===== config.mk =====
export PLATFORM = sky130hd
export DESIGN_NAME = reg_write_arbiter_flat
export DESIGN_NICKNAME = d
export VERILOG_FILES = /design/src/rtl/reg_write_arbiter_pkg.sv /design/src/rtl/reg_write_arbiter_if.sv /design/src/rtl/reg_write_arbiter_rr_arbiter2.sv /design/src/rtl/reg_write_arbiter.sv /design/src/flat_wrapper.sv
export SDC_FILE = /design/constraint.sdc
export NUM_CORES = 1
export LEC_CHECK = 0
export CAP_MARGIN = 15
export CELL_PAD_IN_SITES_DETAIL_PLACEMENT = 1
export CELL_PAD_IN_SITES_GLOBAL_PLACEMENT = 1
export CORE_ASPECT_RATIO = 1.5
export CORE_MARGIN = 2
export CORE_UTILIZATION = 32
export CTS_CLUSTER_SIZE = 10
export DETAILED_ROUTE_END_ITERATION = 16
export GPL_TIMING_DRIVEN = 1
export PLACE_DENSITY_LB_ADDON = 0.1
export SYNTH_ARGS = -nofsm -noshare
export SYNTH_HDL_FRONTEND = slang
export SYNTH_SLANG_ARGS = --single-unit

===== constraint.sdc =====
create_clock -name CLK -period 2.8 [get_ports CLK]
set_input_delay 0.28 -clock CLK [delete_from_list [all_inputs] [get_ports CLK]]
set_output_delay 0.28 -clock CLK [all_outputs]
set_load 0.01 [all_outputs]

===== src/rtl/reg_write_arbiter_pkg.sv =====
// rtl/reg_write_arbiter_pkg.sv - shared constants for the register-file write arbiter
package reg_write_arbiter_pkg;

  localparam int DATA_WIDTH = 8;
  localparam int ADDR_WIDTH = 3;
  localparam int NUM_REGS   = 8;

  typedef enum logic {
    IDLE  = 1'b0,
    CLEAR = 1'b1
  } state_t;

  localparam logic REQ_A = 1'b0;
  localparam logic REQ_B = 1'b1;

endpackage


===== src/rtl/reg_write_arbiter_if.sv =====
// rtl/reg_write_arbiter_if.sv - requester handshakes, clear control and reg_file write port
interface reg_write_arbiter_if #(
  parameter int DATA_WIDTH = reg_write_arbiter_pkg::DATA_WIDTH,
  parameter int ADDR_WIDTH = reg_write_arbiter_pkg::ADDR_WIDTH
);
  logic                  VALID_A;
  logic [ADDR_WIDTH-1:0] ADDR_A;
  logic [DATA_WIDTH-1:0] DATA_A;
  logic                  READY_A;
  logic                  VALID_B;
  logic [ADDR_WIDTH-1:0] ADDR_B;
  logic [DATA_WIDTH-1:0] DATA_B;
  logic                  READY_B;
  logic                  CLEAR;
  logic                  BUSY;
  logic                  CLEAR_DONE;
  logic                  WRITE;
  logic [ADDR_WIDTH-1:0] INADDRESS;
  logic [DATA_WIDTH-1:0] IN;

  modport master (
    output VALID_A, ADDR_A, DATA_A, VALID_B, ADDR_B, DATA_B, CLEAR,
    input  READY_A, READY_B, BUSY, CLEAR_DONE, WRITE, INADDRESS, IN
  );

  modport slave (
    input  VALID_A, ADDR_A, DATA_A, VALID_B, ADDR_B, DATA_B, CLEAR,
    output READY_A, READY_B, BUSY, CLEAR_DONE, WRITE, INADDRESS, IN
  );

endinterface


===== src/rtl/reg_write_arbiter_rr_arbiter2.sv =====
// rtl/reg_write_arbiter_rr_arbiter2.sv - two-way round-robin grant unit with priority pointer
module rr_arbiter2
  import reg_write_arbiter_pkg::*;
(
  input  logic       CLK,
  input  logic       RESET,
  input  logic [1:0] valid,
  input  logic       enable,
  output logic [1:0] grant
);

  // Requester that wins a tie; always points at the side that lost the last grant.
  logic ptr;

  always_comb begin
    grant = 2'b00;
    if (enable) begin
      if (valid == 2'b11) begin
        grant = (ptr == REQ_B) ? 2'b10 : 2'b01;
      end else begin
        grant = valid;
      end
    end
  end

  always_ff @(posedge CLK or negedge RESET) begin
    if (!RESET) begin
      ptr <= REQ_A;
    end else if (grant[REQ_A]) begin
      ptr <= REQ_B;
    end else if (grant[REQ_B]) begin
      ptr <= REQ_A;
    end
  end

endmodule


===== src/rtl/reg_write_arbiter.sv =====
// rtl/reg_write_arbiter.sv - shares the reg_file write port between two requesters and a clear sweep
module reg_write_arbiter #(
  parameter int DATA_WIDTH = reg_write_arbiter_pkg::DATA_WIDTH,
  parameter int ADDR_WIDTH = reg_write_arbiter_pkg::ADDR_WIDTH,
  parameter int NUM_REGS   = reg_write_arbiter_pkg::NUM_REGS
) (
  input  logic               CLK,
  input  logic               RESET,
  reg_write_arbiter_if.slave bus
);
  import reg_write_arbiter_pkg::*;

  localparam int              CNT_W = (NUM_REGS > 1) ? $clog2(NUM_REGS) : 1;
  localparam logic [CNT_W-1:0] LAST = CNT_W'(NUM_REGS - 1);

  state_t           state;
  logic [CNT_W-1:0] cnt;
  logic [1:0]       grant;
  logic             arb_en;

  // A CLEAR pulse in IDLE outranks both requesters on the same edge.
  assign arb_en = (state == IDLE) && !bus.CLEAR;

  rr_arbiter2 u_rr (
    .CLK    (CLK),
    .RESET  (RESET),
    .valid  ({bus.VALID_B, bus.VALID_A}),
    .enable (arb_en),
    .grant  (grant)
  );

  assign bus.READY_A = grant[REQ_A];
  assign bus.READY_B = grant[REQ_B];

  always_ff @(posedge CLK or negedge RESET) begin
    if (!RESET) begin
      state          <= IDLE;
      cnt            <= '0;
      bus.BUSY       <= 1'b0;
      bus.CLEAR_DONE <= 1'b0;
      bus.WRITE      <= 1'b0;
      bus.INADDRESS  <= '0;
      bus.IN         <= '0;
    end else begin
      bus.CLEAR_DONE <= 1'b0;
      case (state)
        IDLE: begin
          if (bus.CLEAR) begin
            state     <= CLEAR;
            cnt       <= '0;
            bus.BUSY  <= 1'b1;
            bus.WRITE <= 1'b0;
          end else if (grant[REQ_A]) begin
            bus.WRITE     <= 1'b1;
            bus.INADDRESS <= bus.ADDR_A;
            bus.IN        <= bus.DATA_A;
          end else if (grant[REQ_B]) begin
            bus.WRITE     <= 1'b1;
            bus.INADDRESS <= bus.ADDR_B;
            bus.IN        <= bus.DATA_B;
          end else begin
            bus.WRITE <= 1'b0;
          end
        end
        CLEAR: begin
          bus.WRITE     <= 1'b1;
          bus.INADDRESS <= ADDR_WIDTH'(cnt);
          bus.IN        <= '0;
          if (cnt == LAST) begin
            state          <= IDLE;
            cnt            <= '0;
            bus.BUSY       <= 1'b0;
            bus.CLEAR_DONE <= 1'b1;
          end else begin
            cnt <= cnt + 1'b1;
          end
        end
        default: state <= IDLE;
      endcase
    end
  end

endmodule

===== src/flat_wrapper.sv =====
// flat-port wrapper written by rule: the top's interface ports become plain ports
module reg_write_arbiter_flat import reg_write_arbiter_pkg::*;
#(
  parameter int DATA_WIDTH = reg_write_arbiter_pkg::DATA_WIDTH,
  parameter int ADDR_WIDTH = reg_write_arbiter_pkg::ADDR_WIDTH,
  parameter int NUM_REGS   = reg_write_arbiter_pkg::NUM_REGS
)
  (CLK, RESET, bus_VALID_A, bus_ADDR_A, bus_DATA_A, bus_VALID_B, bus_ADDR_B, bus_DATA_B, bus_CLEAR, bus_READY_A, bus_READY_B, bus_BUSY, bus_CLEAR_DONE, bus_WRITE, bus_INADDRESS, bus_IN);
  reg_write_arbiter_if #(.DATA_WIDTH(DATA_WIDTH), .ADDR_WIDTH(ADDR_WIDTH)) bus_i ();
  input  logic CLK;
  input  logic RESET;
  input wire logic [$bits(bus_i.VALID_A)-1:0] bus_VALID_A;
  input wire logic [$bits(bus_i.ADDR_A)-1:0] bus_ADDR_A;
  input wire logic [$bits(bus_i.DATA_A)-1:0] bus_DATA_A;
  input wire logic [$bits(bus_i.VALID_B)-1:0] bus_VALID_B;
  input wire logic [$bits(bus_i.ADDR_B)-1:0] bus_ADDR_B;
  input wire logic [$bits(bus_i.DATA_B)-1:0] bus_DATA_B;
  input wire logic [$bits(bus_i.CLEAR)-1:0] bus_CLEAR;
  output wire logic [$bits(bus_i.READY_A)-1:0] bus_READY_A;
  output wire logic [$bits(bus_i.READY_B)-1:0] bus_READY_B;
  output wire logic [$bits(bus_i.BUSY)-1:0] bus_BUSY;
  output wire logic [$bits(bus_i.CLEAR_DONE)-1:0] bus_CLEAR_DONE;
  output wire logic [$bits(bus_i.WRITE)-1:0] bus_WRITE;
  output wire logic [$bits(bus_i.INADDRESS)-1:0] bus_INADDRESS;
  output wire logic [$bits(bus_i.IN)-1:0] bus_IN;
  assign bus_i.VALID_A = bus_VALID_A;
  assign bus_i.ADDR_A = bus_ADDR_A;
  assign bus_i.DATA_A = bus_DATA_A;
  assign bus_i.VALID_B = bus_VALID_B;
  assign bus_i.ADDR_B = bus_ADDR_B;
  assign bus_i.DATA_B = bus_DATA_B;
  assign bus_i.CLEAR = bus_CLEAR;
  assign bus_READY_A = bus_i.READY_A;
  assign bus_READY_B = bus_i.READY_B;
  assign bus_BUSY = bus_i.BUSY;
  assign bus_CLEAR_DONE = bus_i.CLEAR_DONE;
  assign bus_WRITE = bus_i.WRITE;
  assign bus_INADDRESS = bus_i.INADDRESS;
  assign bus_IN = bus_i.IN;
  reg_write_arbiter #(.DATA_WIDTH(DATA_WIDTH), .ADDR_WIDTH(ADDR_WIDTH), .NUM_REGS(NUM_REGS)) u_core (.CLK(CLK), .RESET(RESET), .bus(bus_i));
endmodule

# ---- After elaboration in Yosys (flattened, before gate mapping)
# Index checks and enable logic that the tools add are counted.
dict set report word_totals {
  ff_bits 19
  output_inout_bits 16
  input_bits 27
  wordCells 49
}
dict set report classes {
  addsub 1
  n_eq_ne 6
  reduce_logical 5
  mux 28
  n_bitwise 1
}
# cell n
set ops {}
lappend ops {{8-bit two-way mux} 3}
lappend ops {{8-bit case mux with 2 select lines} 1}
lappend ops {{3-bit two-way mux} 5}
lappend ops {{3-bit case mux with 2 select lines} 2}
lappend ops {{1-bit two-way mux} 11}
lappend ops {{2-bit two-way mux} 3}
lappend ops {{2-bit inequality test (second input constant)} 3}
lappend ops {{1-bit case mux with 2 select lines} 3}
lappend ops {{2-bit AND reduction} 2}
lappend ops {{3-bit by 1-bit adder with 3-bit output (second input constant)} 1}
lappend ops {{3-bit == test (second input constant)} 1}
lappend ops {{3-bit by 1-bit inequality test with 1-bit output (second input constant)} 1}
lappend ops {{2-bit == test (second input constant)} 1}
lappend ops {{2-bit nonzero test} 1}
lappend ops {{1-bit logical AND} 1}
lappend ops {{1-bit zero test} 1}
lappend ops {{1-bit inverter} 1}

# ---- Depth between registers and ports, before layout
dict set report logic_depth {
  ltp_word 7
  mapped_depth 5
  mapped_depth_nobuf 4
}

# ---- Modules after synthesis
# Synthesis repeated with hierarchy kept, for this count alone.
dict set report unflattened {
  cells_unflattened 82
  area_unflattened_um2 962.2
}
# module n_inst area_per_inst_um2 cells_per_inst seq_area_each_um2
set by_module_without_submodules {}
lappend by_module_without_submodules {reg_write_arbiter 1 900.9 74 450.4}
lappend by_module_without_submodules {rr_arbiter2 1 61.3 8 25.0}

# ---- Worst setup path after synthesis
# Ideal clock, no wire load.
dict set report synth_timing {
  path_type {flip-flop to output port}
  startpoint {register u_core.state}
  endpoint {output bus_READY_B}
  slack_ns 1.305
  path_stages_with_launch 5
  n_path_buf 2
  required_ns 2.520
  t_arrival_ns 1.215
  path_cell_list {dfrtp_1 -> or2_1 -> buf_2 -> buf_2 -> nor3_1}
}
dict set report synth_between {
  elab_chain_len 3
}
# item line
set synth_rtl {}
lappend synth_rtl {{start: declaration} reg_write_arbiter.sv:16} ;# state_t state;
lappend synth_rtl {{start signal: assignment} reg_write_arbiter.sv:37} ;# state <= IDLE;
lappend synth_rtl {{start signal: assignment} reg_write_arbiter.sv:49} ;# state <= CLEAR;
lappend synth_rtl {{start signal: assignment} reg_write_arbiter.sv:70} ;# state <= IDLE;
lappend synth_rtl {{1-bit inverter} reg_write_arbiter.sv:22} ;# assign arb_en = (state == IDLE) && !bus.CLEAR;
lappend synth_rtl {{1-bit logical AND} reg_write_arbiter.sv:22}
lappend synth_rtl {{2-bit two-way mux} reg_write_arbiter_rr_arbiter2.sv:17} ;# if (enable) begin
lappend synth_rtl {{end: declaration} flat_wrapper.sv:20} ;# output wire logic [$bits(bus_i.READY_B)-1:0] bus_READY_B;
# No other way between the ends.

# ---- Worst setup path in the final report
dict set report layout_timing {
  startpoint {input bus_VALID_B}
  endpoint {output bus_READY_B}
}
dict set report layout_between {
  elab_chain_len 3
}
# item line
set layout_rtl {}
lappend layout_rtl {{start: declaration} flat_wrapper.sv:15} ;# input wire logic [$bits(bus_i.VALID_B)-1:0] bus_VALID_B;
lappend layout_rtl {{2-bit == test} reg_write_arbiter_rr_arbiter2.sv:18} ;# if (valid == 2'b11) begin
lappend layout_rtl {{2-bit two-way mux (*)} reg_write_arbiter_rr_arbiter2.sv:18}
lappend layout_rtl {{2-bit two-way mux (*)} reg_write_arbiter_rr_arbiter2.sv:17}
# Mark *: on every way between the ends. The rest lies on a longest branch, timed or not.

==> implementation parameters <==
Parameter                              Value

Detailed routing
  Total vias in the final route ... 974
  Met3 routed WL ... 159 um
  Via density per instance ... 5.41
  First-pass iteration count of the detailed router ... 3
  Top layer in use ... met4
  Starting DRC count in detailed routing ... 11
  Met1 wire length ... 1180 um
  Number of DRC violations after detailed routing ... 0
  Remaining antenna violation count after routing ... 0
  Routed wire length on met2 ... 1630 um
  Wire length reported by the detailed router ... 3020 um
  Routed WL per cell ... 16.8 um

Logic synthesis
  Synth top area share ... 47.8%
  Dominant combinational cell family by area after synthesis ... compound AO/OA/AOI/OAI gates
  Share of the synthesized netlist area taken by xor and xnor gates ... 0%
  Average size of a mapped cell ... 10.0 sq um
  Post-Synthesis Cells ... 99
  Cell area after synthesis ... 995 sq um
  Post-synthesis share of cell area spent on and, or, nand and nor gates ... 17.6%
  Synthesis-stage register bit count ... 19
  Syn Nets ... 128
  Ys Warns ... 0
  Multiplexer fraction of the synthesized cell area ... 3.02%
  Synthesized-area fraction occupied by ao, oa, aoi and oai cells ... 21.5%
  Post-synthesis share of cell area spent on full adders, half adders and majority gates ... 2.52%
  Distinct cell type count of the synthesized netlist ... 28
  Main area contributors after synthesis ... dfrtp_1 48%, a311oi_1 7.0%, nor3_1 6.0%
  Fraction of the yosys area taken by sequential cells ... 47.8%
  Most area-hungry cell type in the Yosys netlist ... dfrtp_1

Power
  Largest vdd supply drop ... 532 uV
  Clock network power share ... 17.9%
  Proportion of power drawn by flip-flops and latches ... 36.9%
  Cell leakage power ... 0.592 nW
  Reported net switching power ... 0.400 mW
  Logic pwr share ... 45.3%
  Net switching share of the total power ... 35.9%
  P per Cell Area ... 743 nW/um^2
  P_int ... 0.715 mW

Setup path
  Worst reg-to-reg setup slack ... 1.19 ns
  Worst-path cell chain ... clkdlybuf4s50_1 > buf_4 > clkinv_1 > nor3_1 > clkdlybuf4s50_1
  Worst reg2reg path startpoint ... u_core.state
  Arrival time of data at the critical path endpoint ... 2.14 ns
  Worst-path cell with the longest stage delay ... clkdlybuf4s50_1
  Class of the most critical setup path ... input pin to output pin
  Worst Setup EP ... bus_READY_B
  Number of cells on the worst reg-to-reg path ... 5
  Crit. Startpoint ... bus_VALID_B
  Biggest cell delay along the critical path ... 0.59 ns
  Setup crit start kind ... input pin
  Reg2Reg Capture Point ... u_core.bus.IN[5]
  Max FO, Critical Path ... 10
  Data required time at the worst endpoint ... 2.52 ns
  Endpoint class of the critical path ... output pin
  Most Frequent Cell on Critical Path ... clkdlybuf4s50_1

Run
  Total of max-cap violations ... 0

STA
  Shortest clock period the worst path allows after layout ... 2.42 ns
  Slew at the pin closest to its max-slew limit ... 0.881 ns
  Max Fclk ... 414 MHz
  Final-report setup violation count ... 0
  Final Hold Viols ... 0
  Post-route clock period utilization ... 86.3%
  Max-slew violations ... 0
  Final worst clock skew ... 0.00868 ns
  Max transition margin ... 41.1%
  Accumulated negative setup slack ... 0 ns
  Unrepaired setup endpoints after global routing ... no

Final layout
  Synth-to-Final Area Change ... 50.9%
  Count of antenna diodes in the layout ... 0
  Post-route cell area ... 1500 sq um
  Total Nets Final ... 171
  Number of fill cells ... 348
  Most common library cell in the layout ignoring fill and taps ... clkdlybuf4s50_1
  Most frequent cells in the layout ... 42 x clkdlybuf4s50_1, 19 x dfrtp_1, 12 x nor3_1
  Layout cell share with drive strength beyond 1 ... 8.51%

Clocking
  Total of hold buffers inserted after clock tree synthesis ... 0
  TritonCTS clock tree ... yes
  Total setup buffers inserted after CTS ... 0
  Root buffer selected by CTS ... clkbuf_8
  Num CTS Buffers ... 3
  Number of clock sinks ... 19
  CTS H-Tree Depth ... 1
  Worst skew pair latency ... 0.27 ns
  Clock transition at path regs ... 0.08 ns
  CTS-repair resized insts ... 0
  Max Buffers Root-to-Sink ... 2

Hold path
  Class of the worst hold path ... input pin to asynchronous set/reset pin

Placed design
  Final Wtd Congestion ... 0.792
  Dpl cell area ... 1460 sq um
  Placed wire-length estimate after detailed placement ... 2280 um
  Count of input and output buffers ... 42

GRT
  Grt total ovfl ... 0
  Maximum number of pins on one net before global-route repair ... 22
  Total Routing Usage GR ... 18.7%
  Number of antenna violations at the first check in global routing ... 0
  Wire length of the first global-routing pass ... 5090 um
  Number of global-route vias before repair ... 1,047

Floorplanning
  Initial Util ... 33.8%
  Top-level port count ... 43
  Std cell rows ... 24
  Placeable Area ... 2940 sq um
  Die Area ... 3580 sq um
  Horizontal die dimension ... 49.5 um
  Die H ... 72.3 um

Outcome
  Run status ... finished clean
==> cells by family (layout without fill, tap and decap cells) <==
kind of cell             after synthesis  count (layout)
AND/OR/NAND/NOR                       33              33
AO/OA/AOI/OAI                         26              26
flip-flops                            19              19
buffers and inverters                 16              58
multiplexers                           3               3
adder cells (fa/ha/maj)                2               2
==> sequential cells by signal, indices dropped and copies added, names as in the netlist <==
register,cells
u_core.bus.BUSY,1
u_core.bus.CLEAR_DONE,1
u_core.bus.IN,8
u_core.bus.INADDRESS,3
u_core.bus.WRITE,1
u_core.cnt,3
u_core.state,1
u_core.u_rr.ptr,1
==> per-stage QoR <==
step	hold WS [ns]	power [mW]	util (%)	cells	setup WS [ns]
after floorplan	-0.0156	0.699	-	99	1.31
final	0.513	1.12	51.0	180	0.384
after global placement	0.518	0.904	49.5	176	0.417
after detailed placement	0.524	0.927	49.5	176	0.396
after global routing	0.570	1.20	51.0	180	0.210
after CTS	0.548	1.13	51.0	180	0.393
==> worst min-delay path by stage <==
stage | startpoint | to | slack, ns | cells past startpoint
4_1_cts | u_core.cnt[2] | u_core.cnt[2] | 0.55 | 1
3_3_place_gp | u_core.cnt[1] | u_core.cnt[1] | 0.52 | 1
5_1_grt | u_core.cnt[1] | u_core.cnt[1] | 0.57 | 1
6_report | RESET | u_core.bus.IN[7] | 0.51 | 1
2_1_floorplan | RESET | u_core.bus.BUSY | -0.02 | 0
3_5_place_dp | u_core.cnt[1] | u_core.cnt[1] | 0.52 | 1
==> power by group through the flow <==
stage          registers [mW]  clock network (mW)  logic, mW
4_1_cts                 0.413               0.202      0.512
6_report                0.411               0.199      0.505
3_3_place_gp            0.414                   0      0.490
2_1_floorplan           0.431                   0      0.268
5_1_grt                 0.425               0.211      0.560
3_5_place_dp            0.417                   0      0.510
==> Yosys cell counts <==
cell,instances
a21bo_2,1
a221oi_1,3
a22o_1,3
a311oi_1,8
and2_1,1
buf_1,2
buf_2,3
buf_4,1
buf_6,1
clkbuf_1,3
clkinv_1,1
dfrtp_1,19
ha_1,2
inv_1,5
mux2i_1,3
nand2_1,1
nand4_1,8
nor2_1,6
nor2b_1,1
nor3_1,12
o21ai_0,1
o21ba_2,1
o22ai_1,1
o31ai_1,8
or2_0,1
or2_1,1
or2_2,1
or2b_1,1
==> worst max-delay path: cells and delay by family <==
kind                   cells  cell delay, ns
and+or+nand+nor            1            0.26
buffers and inverters      4            1.59
==> final cells by class <==
cell class	count	area, sq um	share of cell area (%)
Clock buffer	4	45.0	3.00
Inverter	6	22.5	1.50
Multi-Input combinational cell	64	444	29.6
Sequential cell	19	475	31.7
Tap cell	39	48.8	3.25
Timing Repair Buffer	48	465	31.0
==> layer usage <==
metal / global-route usage, % / up-vias
met5: 0 / -
met3: 3.91 / 5
met2: 33.3 / 29
met1: 21.7 / 480
li1: - / 460
met4: 7.41 / 0
(Power assumes the default switching activity.)
